==> src/rtl/hazard_pkg.sv <==
// Shared types and helpers for the pipeline hazard/control unit.
package hazard_pkg;

    typedef enum logic {
        RUN     = 1'b0,
        MD_BUSY = 1'b1
    } hz_state_t;

    localparam logic [4:0] REG_ZERO = 5'd0;

    // True when an ID source operand is actually read and names the EX destination.
    function automatic logic src_match(input logic [4:0] rs,
                                       input logic       use_src,
                                       input logic [4:0] rd);
        return use_src && (rs == rd);
    endfunction

endpackage

==> src/rtl/hazard_perf_cnt.sv <==
// Wrapping stall/flush performance counters with per-cycle increment enables.
module hazard_perf_cnt #(
    parameter int CNT_W = 32
) (
    input  logic             clk,
    input  logic             rst_n,
    input  logic             stall_inc,
    input  logic             flush_inc,
    output logic [CNT_W-1:0] stall_cnt,
    output logic [CNT_W-1:0] flush_cnt
);

    logic [CNT_W-1:0] stall_cnt_q, stall_cnt_d;
    logic [CNT_W-1:0] flush_cnt_q, flush_cnt_d;

    always_comb begin
        stall_cnt_d = stall_cnt_q;
        flush_cnt_d = flush_cnt_q;
        if (stall_inc) stall_cnt_d = stall_cnt_q + 1'b1;
        if (flush_inc) flush_cnt_d = flush_cnt_q + 1'b1;
    end

    always_ff @(posedge clk) begin
        if (!rst_n) begin
            stall_cnt_q <= '0;
            flush_cnt_q <= '0;
        end else begin
            stall_cnt_q <= stall_cnt_d;
            flush_cnt_q <= flush_cnt_d;
        end
    end

    assign stall_cnt = stall_cnt_q;
    assign flush_cnt = flush_cnt_q;

endmodule

==> src/rtl/hazard_ctrl.sv <==
// Load-use / taken-branch hazard detection and multi-cycle MULDIV sequencing for
// the 5-stage core; drives front-end freeze, flushes and EX hold.
module hazard_ctrl
    import hazard_pkg::*;
#(
    parameter int MD_LATENCY = 4,
    parameter int CNT_W      = 32
) (
    input  logic             clk,
    input  logic             rst_n,
    input  logic [4:0]       RS1_ID,
    input  logic [4:0]       RS2_ID,
    input  logic             USERS1_ID,
    input  logic             USERS2_ID,
    input  logic [4:0]       RD_EX,
    input  logic             MEMREAD_EX,
    input  logic             MULDIV_EX,
    input  logic             PCSRC_EX,
    output logic             stall,
    output logic             PCWRITE,
    output logic             IFID_WRITE,
    output logic             IFID_FLUSH,
    output logic             IDEX_FLUSH,
    output logic             EX_HOLD,
    output logic [CNT_W-1:0] STALL_CNT,
    output logic [CNT_W-1:0] FLUSH_CNT,
    output hz_state_t        dbg_state
);

    // Keep the counter at least one bit wide so MD_LATENCY=1 still elaborates.
    localparam int MD_CNT_W = (MD_LATENCY > 1) ? $clog2(MD_LATENCY) : 1;

    hz_state_t           state_q, state_d;
    logic [MD_CNT_W-1:0] md_cnt_q, md_cnt_d;
    logic                load_use;
    logic                flush_ev;

    assign load_use = MEMREAD_EX && (RD_EX != REG_ZERO) &&
                      (src_match(RS1_ID, USERS1_ID, RD_EX) ||
                       src_match(RS2_ID, USERS2_ID, RD_EX));

    always_comb begin
        state_d    = state_q;
        md_cnt_d   = md_cnt_q;
        stall      = 1'b0;
        IFID_FLUSH = 1'b0;
        IDEX_FLUSH = 1'b0;
        EX_HOLD    = 1'b0;
        flush_ev   = 1'b0;

        case (state_q)
            RUN: begin
                // A taken branch makes the ID instruction wrong-path, so it beats load_use.
                if (PCSRC_EX) begin
                    IFID_FLUSH = 1'b1;
                    IDEX_FLUSH = 1'b1;
                    flush_ev   = 1'b1;
                end else if (MULDIV_EX && (MD_LATENCY > 1)) begin
                    EX_HOLD  = 1'b1;
                    stall    = 1'b1;
                    state_d  = MD_BUSY;
                    md_cnt_d = MD_CNT_W'(MD_LATENCY - 2);
                end else if (load_use) begin
                    stall = 1'b1;
                end
            end
            MD_BUSY: begin
                // MULDIV_EX stays high through the final cycle; it is the same op, not a new one.
                if (md_cnt_q != '0) begin
                    EX_HOLD  = 1'b1;
                    stall    = 1'b1;
                    md_cnt_d = md_cnt_q - 1'b1;
                end else begin
                    stall   = load_use;
                    state_d = RUN;
                end
            end
            default: state_d = RUN;
        endcase

        if (!rst_n) begin
            state_d    = RUN;
            md_cnt_d   = '0;
            stall      = 1'b0;
            IFID_FLUSH = 1'b0;
            IDEX_FLUSH = 1'b0;
            EX_HOLD    = 1'b0;
            flush_ev   = 1'b0;
        end
    end

    always_ff @(posedge clk) begin
        if (!rst_n) begin
            state_q  <= RUN;
            md_cnt_q <= '0;
        end else begin
            state_q  <= state_d;
            md_cnt_q <= md_cnt_d;
        end
    end

    assign PCWRITE    = ~stall;
    assign IFID_WRITE = ~stall;
    assign dbg_state  = state_q;

    hazard_perf_cnt #(
        .CNT_W(CNT_W)
    ) u_perf_cnt (
        .clk      (clk),
        .rst_n    (rst_n),
        .stall_inc(stall),
        .flush_inc(flush_ev),
        .stall_cnt(STALL_CNT),
        .flush_cnt(FLUSH_CNT)
    );

endmodule

==> config.mk <==
export PLATFORM = sky130hd
export DESIGN_NAME = hazard_ctrl
export DESIGN_NICKNAME = d
export VERILOG_FILES = /design/src/rtl/hazard_pkg.sv /design/src/rtl/hazard_perf_cnt.sv /design/src/rtl/hazard_ctrl.sv
export SDC_FILE = /design/constraint.sdc
export NUM_CORES = 1
export LEC_CHECK = 0
export CAP_MARGIN = 20
export CORE_MARGIN = 2
export CORE_UTILIZATION = 38
export DETAILED_ROUTE_END_ITERATION = 10
export GPL_ROUTABILITY_DRIVEN = 0
export PLACE_DENSITY = 0.67
export SYNTH_ARGS = -nofsm -noshare
export SYNTH_HDL_FRONTEND = slang
export SYNTH_SLANG_ARGS = --single-unit
==> constraint.sdc <==
create_clock -name clk -period 3 [get_ports clk]
set_clock_uncertainty 0.1 [all_clocks]
set_input_delay 0.6 -clock clk [delete_from_list [all_inputs] [get_ports clk]]
set_output_delay 0.6 -clock clk [all_outputs]
set_load 0.03 [all_outputs]
==> results_dict.tcl <==
set metrics [dict create \
    cts_buffer_depth 2 \
    drive_above_1_share 0.0990 \
    grt_first_pass_wirelength_mm 14.1 \
    crit_type "input pin to output port" \
    worst-slew-pin-transition_ps 493 \
    cts_root_buf "clkbuf_8" \
    leakagePower_uw 0.00154 \
    vias 3106 \
    multi_input_area_um2 1810 \
    synthXorXnorAreaFrac 0.103 \
    synth_mux_area_frac 0.00605 \
    ys.flop_type "dfxtp_1" \
    synth_area_leaders "dfxtp_1 (41%), xnor2_1 (5.6%), xor2_1 (4.8%)" \
    hpwlAfterDp_mm 6.04 \
    die_area_um2 9480 \
    cp-end-kind "output port" \
    max_slew_margin 0.669 \
    pwr-share-comb 0.084 \
    rows 34 \
    setup_slack_ps 66.2 \
    clock.fmax_mhz 341 \
    pre_cts_ws_ps -51.1 \
    rsz0062_at_grt "false" \
    die-height_um 97.3 \
    finalSetupTns_ps 0 \
    ys_types 47 \
    max_cap_violations 0 \
    synth_enable_flop_cells 0 \
    ys_warn_count 0 \
    antenna_cells 0 \
    antenna_found_initial 0 \
    crit_fanout 4 \
    p_clk_frac 0.414 \
    regArea_um2 1340 \
    outcome "complete, no violations" \
    crit_arrival_ps 2230 \
    ys_seq_area_frac 0.405 \
    grt_start_max_net_pins 43 \
    synth.most_common_cell "dfxtp_1" \
    ys_ff_latch 67 \
    slew_viol_final 0 \
    cts_tree "done" \
    via_per_inst 5.24 \
    vdd_drop_max_mv 0.186 \
    syn_area_um2 3310 \
    synthArstFlopShare 0 \
    grt_pass1_vias 2984 \
    critPathRequiredTime_ps 2300 \
    clock-sinks 67 \
    drt-wirelength-per-cell_um 14.0 \
    insertion_delay_ps 350 \
    placed_cell_area_um2 4370 \
    hp-class "flip-flop to flip-flop" \
    post_cts_buffers 0 \
    drt-total-wl_mm 8.29 \
    p_sw_uw 449 \
    syn_inst 377 \
    initialDrtViolationCount 80 \
    synth_top_area_frac 0.405 \
    fp.dieW_um 97.3 \
    finalNetCount 505 \
    initial_utilization 0.385 \
    dr.pass1.iters 4 \
    synth_top_family_by_area "simple AND/OR/NAND/NOR gates" \
    top_level_ports 93 \
    synth_commonest_cells "dfxtp_1 (67), nor2_1 (35), nand2_1 (30), a21oi_1 (29), nand3_1 (25)" \
    synth_compound_area_frac 0.144 \
    syn-num-nets 402 \
    pwr-share-seq 0.502 \
    path_clk_slew_ps 70 \
    grt_overflow 0 \
    p_int_uw 1350 \
    final_cell_area_um2 4560 \
    cts_made_buffers 9 \
    hold_viol 0 \
    globalRouteTotalUtil 0.179 \
    fillCellCount 833 \
    yosys.area_share.adder 0.0113 \
    synth_top_area_cell "dfxtp_1" \
    synthToLayoutAreaGrowth_pct 37.8 \
    fin_crit_ps 2930 \
    period_share 0.978 \
    yosys.area_share.simple 0.283 \
    final-setup-viol-count 0 \
    power.density_nw_per_um2 393 \
    port_buffers 92 \
    startpoint_type "input pin" \
    ant_nets 0 \
    utilization 0.531 \
    avgSynthCellArea_um2 8.78 \
    htree_levels 3 \
    swShare 0.250 \
    core-area_um2 8590 \
    drc 0 \
]
==> layout make-up <==
cell class                 instances  share of cell area
sequential                        67               0.294
multi-input combinational        287               0.397
clock buffer                       9              0.0271
inverter                           7             0.00576
tap                              108              0.0296
clock inverter                     7              0.0151
timing repair buffer             108               0.231
==> kinds of logic (layout without fill, tap and decap cells) <==
group	count (synthesis)	after routing
and+or+nand+nor	171	171
AOI/OAI and AO/OA	72	72
DFF	67	67
xor gates and xnor gates	39	39
buffers and inverters	23	131
adders and majority gates	3	3
muxes	2	2
==> what timing repair did <==
| action | in CTS | in global routing |
|---|---|---|
| gates resized for setup | 1 | 2 |
| pin swaps | 1 | 3 |
| setup endpoints to repair | 3 | 1 |
| hold buffers | 0 | 0 |
==> routing by layer <==
| metal | track usage | vias to the layer above | part of all wire | wire length [um] |
|---|---|---|---|---|
| met5 | 0 | - | 0 | 0 |
| met4 | 0.0524 | 0 | 0.0084 | 70 |
| met3 | 0.0554 | 7 | 0.048 | 399 |
| met2 | 0.292 | 65 | 0.47 | 3940 |
| met1 | 0.229 | 1453 | 0.47 | 3880 |
| li1 | - | 1581 | - | - |
==> sequential cells by signal, indices dropped and copies added, names as in the netlist <==
register / flops
u_perf_cnt.flush_cnt: 32
u_perf_cnt.stall_cnt: 32
md_cnt_q: 2
dbg_state: 1
==> stage by stage <==
step	hold WS [ps]	std cells	total power (uW)
CTS	352	593	1810
global placement	341	577	1070
floorplan	332	377	1010
finish	352	593	1800
global route	408	593	1860
detailed placement	343	577	1070
==> cells in the final DEF (no fill, tap or decap), types with 2 or more instances in the layout <==
cell,n
clkinvlp_4,2
and2_1,7
nand4_1,14
xnor2_1,21
clkinv_2,3
nor2_1,35
a21oi_4,2
a21oi_1,29
nand2b_1,2
ha_1,3
o21ai_1,10
o21a_1,2
o31ai_1,17
buf_4,19
nor3_1,7
clkbuf_8,9
and4_1,6
clkdlybuf4s50_1,84
and3_1,8
nand2_1,30
buf_12,2
inv_1,6
or3_1,11
o21ai_0,2
or4_1,14
xor2_1,18
o211ai_1,4
dfxtp_1,67
nand3_1,25
mux2i_1,2
==> power by group through the flow <==
stage	clock (uW)	sequential [uW]	combinational (uW)
final	743	902	150
after floorplan	0	932	78.0
after global placement	0	923	149
after detailed placement	0	923	151
after CTS	760	902	151
after global routing	795	903	162
==> critical path, stage by stage <==
cell             delay, ps
clkdlybuf4s50_1        410
or4_1                  480
o2111a_2               310
a21oi_4                210
inv_1                   70
buf_6                  140
==> final timing paths <==
path / startpoint / end / slack (ps) / cells after the start
setup / recovery: RD_EX[2] / stall / 70 / 6
hold / removal: md_cnt_q[0] / md_cnt_q[0] / 350 / 2
setup reg to reg: md_cnt_q[0] / u_perf_cnt.stall_cnt[18] / 650 / 10
hold reg to reg: md_cnt_q[0] / md_cnt_q[0] / 350 / 2
Power figures use the tool's default switching activity.
==> patch, RTL diff (same flow settings) <==
Put one more register stage on the output `dbg_state`, without a reset. The value now appears one clock later. The other outputs are not delayed to match.
--- a/src/rtl/hazard_ctrl.sv
+++ b/src/rtl/hazard_ctrl.sv
@@ -102,5 +102,7 @@
     assign PCWRITE    = ~stall;
     assign IFID_WRITE = ~stall;
-    assign dbg_state  = state_q;
+    always_ff @(posedge clk) begin
+        dbg_state <= state_q;
+    end
 
     hazard_perf_cnt #(
Behaviour: not the same (a bounded check fails within 4 cycles, from zero or initial values and one cycle with rst_n low).
==> patch against the original RTL <==
Register-to-register slack lost 0.13 ns; highest routed layer unchanged; first-iteration DRC count up 33%; worst hold slack worse by 0.048 ns; area after synthesis rose by 0.60%; routed wire length rose by 0.46%; sequential power increased by 2%; total power is 2.2% higher; worst setup slack worse by 0.010 ns; cell area grew 1.2%; count of clock-buffer cells in the layout is 1 higher; sequential cell count is 1 higher.
==> patch: results (changes against the original RTL) <==
[global_route]
grt_max_degree = 58  ; +35%
track_usage_pct = 17.6  ; -0.32 points
grt_pass1_wl_um = 14000  ; -0.98%
grt_pass1_vias = 2986  ; +0.067%

[drt]
dr.first_iter.drc_count = 106  ; +33%
drtPass1Iterations = 4  ; unchanged
wl_per_cell_um = 14.0  ; +0.12%
route.vias.total = 3154  ; +1.5%

[sta]
worst_slew_pin_slew_ns = 0.608  ; +0.115 ns

[synthesis]
ys_seq_area_share_pct = 40.9  ; +0.36 points
synth_common_cells = 68 x dfxtp_1, 35 x nor2_1, 30 x nand2_1, 29 x a21oi_1, 25 x nand3_1
synth_nets = 403  ; +0.25%
synth_area_leaders = dfxtp_1 41%, xnor2_1 5.5%, xor2_1 4.7%
synth.distinct_cells = 47  ; unchanged
synth_warnings = 0  ; unchanged
async_flop_share_pct = 0  ; unchanged

[final_layout]
drive_gt1_share_pct = 10.5  ; +0.58 points
nFillCells = 789  ; -5.3%
n_antenna_cell = 0  ; unchanged
layout.nets = 507  ; +0.40%

[placed_design]
place_area_um2 = 4390  ; +0.46%
dp_hpwl_um = 5900  ; -2.3%
port_buffers = 92  ; unchanged

[worst_setup_path]
path_max_fanout = 4  ; unchanged
slowest_stage = or4_4

[cts]
cts_buffer_depth = 2  ; unchanged
cts-resized-gates = 0  ; -1

[power]
power.switching_uw = 449  ; about the same
ir_drop_v = 0.000171  ; -7.8%
p_leak_uw = 0.00157  ; +2.3%

[outcome]
status = finished clean

[patch: final timing paths]
kind,slack [ns],depth (start not counted),startpoint,to
setup / recovery,0.06,6,RD_EX[3],stall
hold / removal,0.30,0,state_q,dbg_state
setup reg to reg,0.52,11,md_cnt_q[0],u_perf_cnt.stall_cnt[16]
hold reg to reg,0.30,0,state_q,dbg_state
[patch: stage by stage]
step | setup slack, ns | cells
detailed placement | -0.0328 | 578
global placement | 0.0149 | 578
global route | -0.00186 | 595
finish | 0.0559 | 595
CTS | 0.0193 | 594
floorplan | 0.227 | 378
[patch: kinds of logic (layout without fill, tap and decap cells)]
kind of cell    Yosys count  after routing  share of synthesized area (%)
compound gates           72             72                           14.3
xor+xnor                 39             39                           10.3
fa+ha+maj                 3              3                           1.13
buf+inv                  23            132                           4.73
flops                    68             68                           40.9
mux                       2              2                          0.601
simple gates            171            171                           28.1
[patch: layout make-up]
class                      instances  area [µm²]  share of cell area [%]
clock inverter                     6        63.8                    1.38
inverter                           7        26.3                   0.569
timing repair buffer             109        1080                    23.3
clock buffer                      10         138                    2.98
multi-input combinational        287        1820                    39.3
sequential                        68        1360                    29.5
tap                              108         135                    2.93
[patch: power by group through the flow]
stage / logic (µW) / registers (µW) / clock network (µW)
floorplan: 78.0 / 946 / 0
global placement: 148 / 937 / 0
detailed placement: 150 / 938 / 0
CTS: 151 / 916 / 785
global route: 164 / 918 / 832
finish: 153 / 916 / 766
[patch: metal layers]
| layer | part of all wire, % | track usage (%) | vias up | wire length, µm |
|---|---|---|---|---|
| met5 | 0 | 0 | - | 0 |
| met4 | 1.3 | 6.30 | 0 | 110 |
| met3 | 5.6 | 4.75 | 9 | 465 |
| li1 | - | - | 1585 | - |
| met2 | 49 | 29.6 | 80 | 4050 |
| met1 | 44 | 21.6 | 1480 | 3700 |
